===== config.mk =====
export PLATFORM = sky130hd
export DESIGN_NAME = alu_op_scheduler_flat
export DESIGN_NICKNAME = d
export VERILOG_FILES = /design/src/rtl/alu_op_scheduler_pkg.sv /design/src/rtl/alu_op_scheduler_if.sv /design/src/rtl/alu_op_scheduler_seq_divider.sv /design/src/rtl/alu_op_scheduler.sv /design/src/flat_wrapper.sv
export SDC_FILE = /design/constraint.sdc
export NUM_CORES = 1
export LEC_CHECK = 0
export CORE_UTILIZATION = 54
export CTS_BUF_LIST = sky130_fd_sc_hd__clkbuf_4 sky130_fd_sc_hd__clkbuf_8
export DETAILED_ROUTE_END_ITERATION = 7
export MAX_ROUTING_LAYER = met4
export PLACE_DENSITY = 0.91
export SLEW_MARGIN = 25
export SYNTH_ARGS = -nofsm -noshare
export SYNTH_HDL_FRONTEND = slang
export SYNTH_HIERARCHICAL = 1
export SYNTH_SLANG_ARGS = --single-unit

===== constraint.sdc =====
create_clock -name clk -period 3.94 [get_ports clk]
set_input_delay 0.394 -clock clk [delete_from_list [all_inputs] [get_ports clk]]
set_output_delay 0.394 -clock clk [all_outputs]
set_load 0.05 [all_outputs]

===== src/rtl/alu_op_scheduler_pkg.sv =====
// Shared types for the ALU operation scheduler.
//   operation_t   : 3-bit operation code carried on req_op0/req_op1
//   sched_state_t : scheduler FSM state, also exported on dbg_state
//   NUM_REQ       : number of requesters sharing the ALU
package operation_pkg;

  typedef enum logic [2:0] {
    OP_ADD     = 3'b000,
    OP_SUB     = 3'b001,
    OP_MUL     = 3'b010,
    OP_DIV     = 3'b011,
    OP_AND     = 3'b100,
    OP_OR      = 3'b101,
    OP_XOR     = 3'b110,
    OP_INVALID = 3'b111
  } operation_t;

  typedef enum logic [1:0] {
    IDLE   = 2'd0,
    EXEC   = 2'd1,
    DIVIDE = 2'd2,
    RESP   = 2'd3
  } sched_state_t;

  localparam int unsigned NUM_REQ = 2;

endpackage


===== src/rtl/alu_op_scheduler_if.sv =====
// Request/response bundle between the requesters, the scheduler and the
// result consumer.
//   req_valid/req_ready : per-requester command handshake (bit i = requester i)
//   req_op*/req_a*/req_b*: command payload of requester 0 and 1
//   rsp_valid/rsp_ready : result handshake
//   rsp_id/rsp_data/rsp_err : result payload
// Handshake rule for both channels: a transfer happens on a rising clock
// edge where valid and ready are both high; the source holds valid and its
// payload unchanged until that edge, and ready never waits on anything
// the source does after asserting valid.
interface alu_op_scheduler_if
  import operation_pkg::*;
#(
  parameter int DATA_W = 8
);

  logic [NUM_REQ-1:0] req_valid;
  logic [NUM_REQ-1:0] req_ready;
  logic [2:0]         req_op0;
  logic [2:0]         req_op1;
  logic [DATA_W-1:0]  req_a0;
  logic [DATA_W-1:0]  req_b0;
  logic [DATA_W-1:0]  req_a1;
  logic [DATA_W-1:0]  req_b1;
  logic               rsp_valid;
  logic               rsp_ready;
  logic               rsp_id;
  logic [DATA_W-1:0]  rsp_data;
  logic               rsp_err;

  modport master (
    output req_valid, req_op0, req_op1, req_a0, req_b0, req_a1, req_b1,
    output rsp_ready,
    input  req_ready, rsp_valid, rsp_id, rsp_data, rsp_err
  );

  modport slave (
    input  req_valid, req_op0, req_op1, req_a0, req_b0, req_a1, req_b1,
    input  rsp_ready,
    output req_ready, rsp_valid, rsp_id, rsp_data, rsp_err
  );

endinterface


===== src/rtl/alu_op_scheduler_seq_divider.sv =====
// Unsigned restoring shift-subtract divider, one quotient bit per cycle.
//   clk, reset_n : clock, asynchronous active-low reset
//   start        : load dividend/divisor (pulse, only while not busy)
//   dividend, divisor : operands sampled on start
//   busy         : iterations outstanding
//   done         : high in the cycle whose edge performs the last iteration
//   quotient     : quotient after the current iteration; final when done
// Exactly DATA_W iterations follow a start. The caller registers quotient
// on the edge where done is high, so no extra cycle is spent copying it.
module seq_divider
  import operation_pkg::*;
#(
  parameter int DATA_W = 8
) (
  input  logic              clk,
  input  logic              reset_n,
  input  logic              start,
  input  logic [DATA_W-1:0] dividend,
  input  logic [DATA_W-1:0] divisor,
  output logic              busy,
  output logic              done,
  output logic [DATA_W-1:0] quotient
);

  localparam int CNT_W = $clog2(DATA_W + 1);

  logic [CNT_W-1:0]  r_cnt;
  logic [DATA_W-1:0] r_rem;
  logic [DATA_W-1:0] r_quo;   // dividend bits shift out, quotient bits shift in
  logic [DATA_W-1:0] r_div;

  logic [DATA_W:0]   w_shift;
  logic [DATA_W:0]   w_diff;
  logic              w_fits;
  logic [DATA_W-1:0] w_rem_nxt;
  logic [DATA_W-1:0] w_quo_nxt;

  // Bring down the next dividend bit and try the subtraction; a clear
  // borrow bit means the divisor fits and the quotient bit is 1.
  assign w_shift   = {r_rem, r_quo[DATA_W-1]};
  assign w_diff    = w_shift - {1'b0, r_div};
  assign w_fits    = ~w_diff[DATA_W];
  assign w_rem_nxt = w_fits ? w_diff[DATA_W-1:0] : w_shift[DATA_W-1:0];
  assign w_quo_nxt = {r_quo[DATA_W-2:0], w_fits};

  assign busy     = (r_cnt != '0);
  assign done     = (r_cnt == CNT_W'(1));
  assign quotient = w_quo_nxt;

  always_ff @(posedge clk or negedge reset_n) begin
    if (!reset_n) begin
      r_cnt <= '0;
      r_rem <= '0;
      r_quo <= '0;
      r_div <= '0;
    end else if (start) begin
      r_cnt <= CNT_W'(DATA_W);
      r_rem <= '0;
      r_quo <= dividend;
      r_div <= divisor;
    end else if (busy) begin
      r_cnt <= r_cnt - 1'b1;
      r_rem <= w_rem_nxt;
      r_quo <= w_quo_nxt;
    end
  end

endmodule


===== src/rtl/alu_op_scheduler.sv =====
// Two-requester ALU front end: round-robin arbitration, one command in
// flight, single-cycle ALU ops and a multi-cycle divider.
//   clk, reset_n : clock, asynchronous active-low reset
//   bus          : alu_op_scheduler_if.slave (commands in, results out)
//   dbg_state    : current scheduler state
module alu_op_scheduler
  import operation_pkg::*;
#(
  parameter int DATA_W = 8
) (
  input  logic                clk,
  input  logic                reset_n,
  alu_op_scheduler_if.slave   bus,
  output sched_state_t        dbg_state
);

  sched_state_t      r_state;
  logic              r_prio;      // requester favoured when both are valid
  operation_t        r_op;
  logic [DATA_W-1:0] r_a;
  logic [DATA_W-1:0] r_b;
  logic              r_id;
  logic              r_rsp_valid;
  logic [DATA_W-1:0] r_rsp_data;
  logic              r_rsp_id;
  logic              r_rsp_err;

  logic               w_gnt_id;
  logic [NUM_REQ-1:0] w_req_ready;
  logic               w_xfer;
  operation_t         w_op_in;
  logic [DATA_W-1:0]  w_a_in;
  logic [DATA_W-1:0]  w_b_in;
  logic               w_div_start;
  logic               w_div_busy;
  logic               w_div_done;
  logic [DATA_W-1:0]  w_div_quo;
  logic [DATA_W-1:0]  w_result;
  logic               w_err;

  always_comb begin
    w_gnt_id = 1'b0;
    case (bus.req_valid)
      2'b10:   w_gnt_id = 1'b1;
      2'b11:   w_gnt_id = r_prio;
      default: w_gnt_id = 1'b0;
    endcase
  end

  // reset_n gates ready so nothing is offered while reset is held.
  assign w_req_ready = (reset_n && (r_state == IDLE) && (bus.req_valid != '0))
                     ? (w_gnt_id ? 2'b10 : 2'b01) : 2'b00;
  assign w_xfer      = |(bus.req_valid & w_req_ready);

  assign w_op_in     = operation_t'(w_gnt_id ? bus.req_op1 : bus.req_op0);
  assign w_a_in      = w_gnt_id ? bus.req_a1 : bus.req_a0;
  assign w_b_in      = w_gnt_id ? bus.req_b1 : bus.req_b0;
  // A zero divisor never reaches the divider; EXEC reports it instead.
  assign w_div_start = w_xfer && (w_op_in == OP_DIV) && (w_b_in != '0);

  seq_divider #(.DATA_W(DATA_W)) u_div (
    .clk      (clk),
    .reset_n  (reset_n),
    .start    (w_div_start),
    .dividend (w_a_in),
    .divisor  (w_b_in),
    .busy     (w_div_busy),
    .done     (w_div_done),
    .quotient (w_div_quo)
  );

  always_comb begin
    w_result = '0;
    w_err    = 1'b0;
    case (r_op)
      OP_ADD: w_result = r_a + r_b;
      OP_SUB: w_result = r_a - r_b;
      OP_MUL: w_result = r_a * r_b;
      OP_AND: w_result = r_a & r_b;
      OP_OR:  w_result = r_a | r_b;
      OP_XOR: w_result = r_a ^ r_b;
      OP_DIV: begin            // only the divide-by-zero case executes here
        w_result = '1;
        w_err    = 1'b1;
      end
      default: begin           // OP_INVALID
        w_result = '0;
        w_err    = 1'b1;
      end
    endcase
  end

  always_ff @(posedge clk or negedge reset_n) begin
    if (!reset_n) begin
      r_state     <= IDLE;
      r_prio      <= 1'b0;
      r_op        <= OP_ADD;
      r_a         <= '0;
      r_b         <= '0;
      r_id        <= 1'b0;
      r_rsp_valid <= 1'b0;
      r_rsp_data  <= '0;
      r_rsp_id    <= 1'b0;
      r_rsp_err   <= 1'b0;
    end else begin
      case (r_state)
        IDLE: begin
          if (w_xfer) begin
            r_op    <= w_op_in;
            r_a     <= w_a_in;
            r_b     <= w_b_in;
            r_id    <= w_gnt_id;
            r_prio  <= ~w_gnt_id;
            r_state <= w_div_start ? DIVIDE : EXEC;
          end
        end
        EXEC: begin
          r_rsp_valid <= 1'b1;
          r_rsp_data  <= w_result;
          r_rsp_err   <= w_err;
          r_rsp_id    <= r_id;
          r_state     <= RESP;
        end
        DIVIDE: begin
          if (w_div_busy && w_div_done) begin
            r_rsp_valid <= 1'b1;
            r_rsp_data  <= w_div_quo;
            r_rsp_err   <= 1'b0;
            r_rsp_id    <= r_id;
            r_state     <= RESP;
          end
        end
        RESP: begin
          if (bus.rsp_ready) begin
            r_rsp_valid <= 1'b0;
            r_state     <= IDLE;
          end
        end
        default: r_state <= IDLE;
      endcase
    end
  end

  assign bus.req_ready = w_req_ready;
  assign bus.rsp_valid = r_rsp_valid;
  assign bus.rsp_data  = r_rsp_data;
  assign bus.rsp_id    = r_rsp_id;
  assign bus.rsp_err   = r_rsp_err;
  assign dbg_state     = r_state;

endmodule


===== src/flat_wrapper.sv =====
// flat-port wrapper written by rule: the top's interface ports become plain ports
module alu_op_scheduler_flat import operation_pkg::*;
#(
  parameter int DATA_W = 8
)
  (clk, reset_n, dbg_state, bus_req_valid, bus_req_op0, bus_req_op1, bus_req_a0, bus_req_b0, bus_req_a1, bus_req_b1, bus_rsp_ready, bus_req_ready, bus_rsp_valid, bus_rsp_id, bus_rsp_data, bus_rsp_err);
  alu_op_scheduler_if #(.DATA_W(DATA_W)) bus_i ();
  input  logic clk;
  input  logic reset_n;
  output sched_state_t dbg_state;
  input wire logic [$bits(bus_i.req_valid)-1:0] bus_req_valid;
  input wire logic [$bits(bus_i.req_op0)-1:0] bus_req_op0;
  input wire logic [$bits(bus_i.req_op1)-1:0] bus_req_op1;
  input wire logic [$bits(bus_i.req_a0)-1:0] bus_req_a0;
  input wire logic [$bits(bus_i.req_b0)-1:0] bus_req_b0;
  input wire logic [$bits(bus_i.req_a1)-1:0] bus_req_a1;
  input wire logic [$bits(bus_i.req_b1)-1:0] bus_req_b1;
  input wire logic [$bits(bus_i.rsp_ready)-1:0] bus_rsp_ready;
  output wire logic [$bits(bus_i.req_ready)-1:0] bus_req_ready;
  output wire logic [$bits(bus_i.rsp_valid)-1:0] bus_rsp_valid;
  output wire logic [$bits(bus_i.rsp_id)-1:0] bus_rsp_id;
  output wire logic [$bits(bus_i.rsp_data)-1:0] bus_rsp_data;
  output wire logic [$bits(bus_i.rsp_err)-1:0] bus_rsp_err;
  assign bus_i.req_valid = bus_req_valid;
  assign bus_i.req_op0 = bus_req_op0;
  assign bus_i.req_op1 = bus_req_op1;
  assign bus_i.req_a0 = bus_req_a0;
  assign bus_i.req_b0 = bus_req_b0;
  assign bus_i.req_a1 = bus_req_a1;
  assign bus_i.req_b1 = bus_req_b1;
  assign bus_i.rsp_ready = bus_rsp_ready;
  assign bus_req_ready = bus_i.req_ready;
  assign bus_rsp_valid = bus_i.rsp_valid;
  assign bus_rsp_id = bus_i.rsp_id;
  assign bus_rsp_data = bus_i.rsp_data;
  assign bus_rsp_err = bus_i.rsp_err;
  alu_op_scheduler #(.DATA_W(DATA_W)) u_core (.clk(clk), .reset_n(reset_n), .bus(bus_i), .dbg_state(dbg_state));
endmodule

==> run metrics <==
status complete, but fails checks; IO buf count 57; Vias/cell 5.72; final period utilization 1.03; cell depth of the worst flop-to-flop path 15; All-Layer GR Usage 0.310; failing checks negative setup slack; Final Core Density 0.673; sequential share of the synthesized area 0.289; DP HPWL 11.4 mm; Cell variety after synth 66; Pre-antenna DRT Iters 5; Arr. time, crit path 4.25 ns; Setup WS post-layout -0.105 ns; largest net degree at the start of global routing 63; Area Growth Syn to Fin 21.5%; share of the synthesized area in the top cell type 0.289; share of layout cells above drive strength 1 0.179; NumNets Final 793; Syn Inst Count 608; I/O Pins 58; fmax 247 MHz; Final min period 4.04 ns; Vias 4,698; CP max FO 6; r2r startpoint u_core/r_b[2]; critical path launch point type register; HP Class in2async; WL per Instance 17.9 um; die height 102 um; MaxCap Viol Count 0; FF+latch count, synth 62; Iteration-0 DRC Markers 354; post-synth top area cell dfrtp_1; Final Max Slew Viols 0; top cells by area, synth dfrtp_1 (29%), ha_1 (12%), nand2_1 (5.5%); Netlist Area Pre-Place 5360 um2; DRC 0; Crit Path Class reg2reg; starting density of the core 0.554; area of the die 10,300 um2; Synth top cells by count nand2_1 (79), dfrtp_1 (62), inv_1 (60); final hold vios 0; CTS sink cnt 62; Synth Area per Inst 8.82 um2; Core ar. 9680 um2; setup bufs post-CTS 0; initial antenna violation count 0; fillers 746; Synth Flop Type dfrtp_1; total congestion overflow 0; Crit. End Element register; flop2flop setup slack -0.10 ns; # H-tree levels 3; pre-CTS setup slack -0.269 ns; CTS Root Cell clkbuf_8; Register Area 1560 um2; CTS Buf Count 9; Clk pin slew, worst setup/hold paths 0.08 ns; Worst Tran Pin Value 0.893 ns; Post-synth EDFFs 0; WP data required 4.14 ns; Synth async-reset ratio 1.00; worst relative slew slack 0.401; Die W 102 um; cts-stage hold buffer count 0; Final ANT Viol Nets 0; Total Wirelength 14.7 mm; CTS max path bufs 2; Post-Syn Nets 718; setup violators final 1; row count 36; RePlAce Congestion 0.929; Worst R2R End u_core/bus.rsp_data[7]; vias in the first global route 4,860; # diodes 0; CTS tree yes; Ys Warns 6; most common cell in the netlist nand2_1; Layout Skew 0.0130 ns; RSZ-0062 raised after global routing true; clock insertion delay at the later pin of the skew report 0.34 ns; footprint of the multi-input gates 3420 um2; first-pass GRT wire length 23.5 mm
-- how the worst max path moves through the flow --
stage | start | endpoint | slack [ns] | depth (start not counted)
floorplan | u_core/r_a[1] | u_core/bus.rsp_data[7] | 0.01 | 16
global placement | u_core/r_b[2] | u_core/bus.rsp_data[7] | -0.15 | 17
detailed placement | u_core/r_b[3] | u_core/bus.rsp_data[7] | -0.27 | 16
CTS | u_core/r_b[3] | u_core/bus.rsp_data[7] | -0.14 | 16
global route | u_core/r_b[3] | u_core/bus.rsp_data[7] | -0.26 | 16
finish | u_core/r_b[2] | u_core/bus.rsp_data[7] | -0.10 | 15
-- worst max-delay path, cell delays in order, from the launching register on --
cell,delay (ns)
dfrtp_2,0.43
nand2_2,0.08
fa_2,0.39
fa_1,0.53
inv_1,0.06
fa_1,0.50
inv_1,0.05
fa_1,0.49
inv_2,0.05
ha_4,0.23
a21oi_2,0.12
xnor3_1,0.24
xnor3_1,0.28
o21ai_2,0.07
a221oi_2,0.26
o221ai_1,0.13
-- cell families after synthesis --
group           after synthesis  synth area share
simple gates                183             0.155
compound gates              135             0.167
buf+inv                      96            0.0880
fa+ha+maj                    67             0.176
flops                        62             0.289
mux                          36            0.0714
xor+xnor                     29            0.0539
-- layout by cell type, fill, tap and decap left out, types with 5 or more instances in the layout --
cell type / count
mux2i_1: 18
a211oi_1: 6
nor2_1: 49
nor3_1: 15
a21oi_1: 19
o211ai_1: 5
clkdlybuf4s50_1: 56
buf_4: 40
o21ai_0: 42
inv_1: 51
ha_1: 47
nand2b_1: 5
nand2_1: 78
mux2_2: 18
o21a_1: 9
xnor2_1: 23
o21ai_1: 7
clkbuf_8: 10
dfrtp_1: 58
fa_1: 11
inv_2: 10
a22oi_1: 5
-- area by class of cell --
class,count,area share
Clock buffer,11,0.0223
Multi-Input combinational cell,450,0.525
Tap cell,133,0.0255
Timing Repair Buffer,98,0.136
Clock inverter,5,0.0163
Inverter,62,0.0357
Sequential cell,62,0.239
-- repair_timing --
item | CTS | global route
gates resized for setup | 11 | 7
setup endpoints to repair | 1 | 2
pin swaps | 5 | 3
-- sequential cells by signal (all words and copies together) (netlist names), 2 cells and up --
register and count:
u_core/dbg_state 2, u_core/r_b 8, u_core/u_div/r_rem 8, u_core/r_a 8, u_core/u_div/r_quo 8, u_core/u_div/r_div 8, u_core/r_op 3, u_core/bus.rsp_data 8
u_core/u_div/r_cnt 4
-- metal layers --
metal,GRT usage,up-vias,wire (um)
met4,0.126,0,490
met1,0.388,2257,6140
met2,0.492,184,7240
met3,0.0594,39,851
li1,-,2218,-
met5,-,-,0
-- stage by stage --
| step | instances | instance area, um2 | hold slack [ns] | setup TNS [ns] |
|---|---|---|---|---|
| final | 821 | 6520 | 0.306 | -0.105 |
| after global routing | 821 | 6520 | 0.355 | -0.258 |
| after CTS | 821 | 6500 | 0.309 | -0.143 |
| after detailed placement | 805 | 6210 | 0.470 | -0.269 |
| after global placement | 805 | 6210 | 0.457 | -0.146 |
| after floorplan | 608 | 5410 | 0.0984 | 0 |
Power is left out: the tool's default activity adds up to more than one toggle a clock period on the data nets, which glitch-free logic cannot reach.
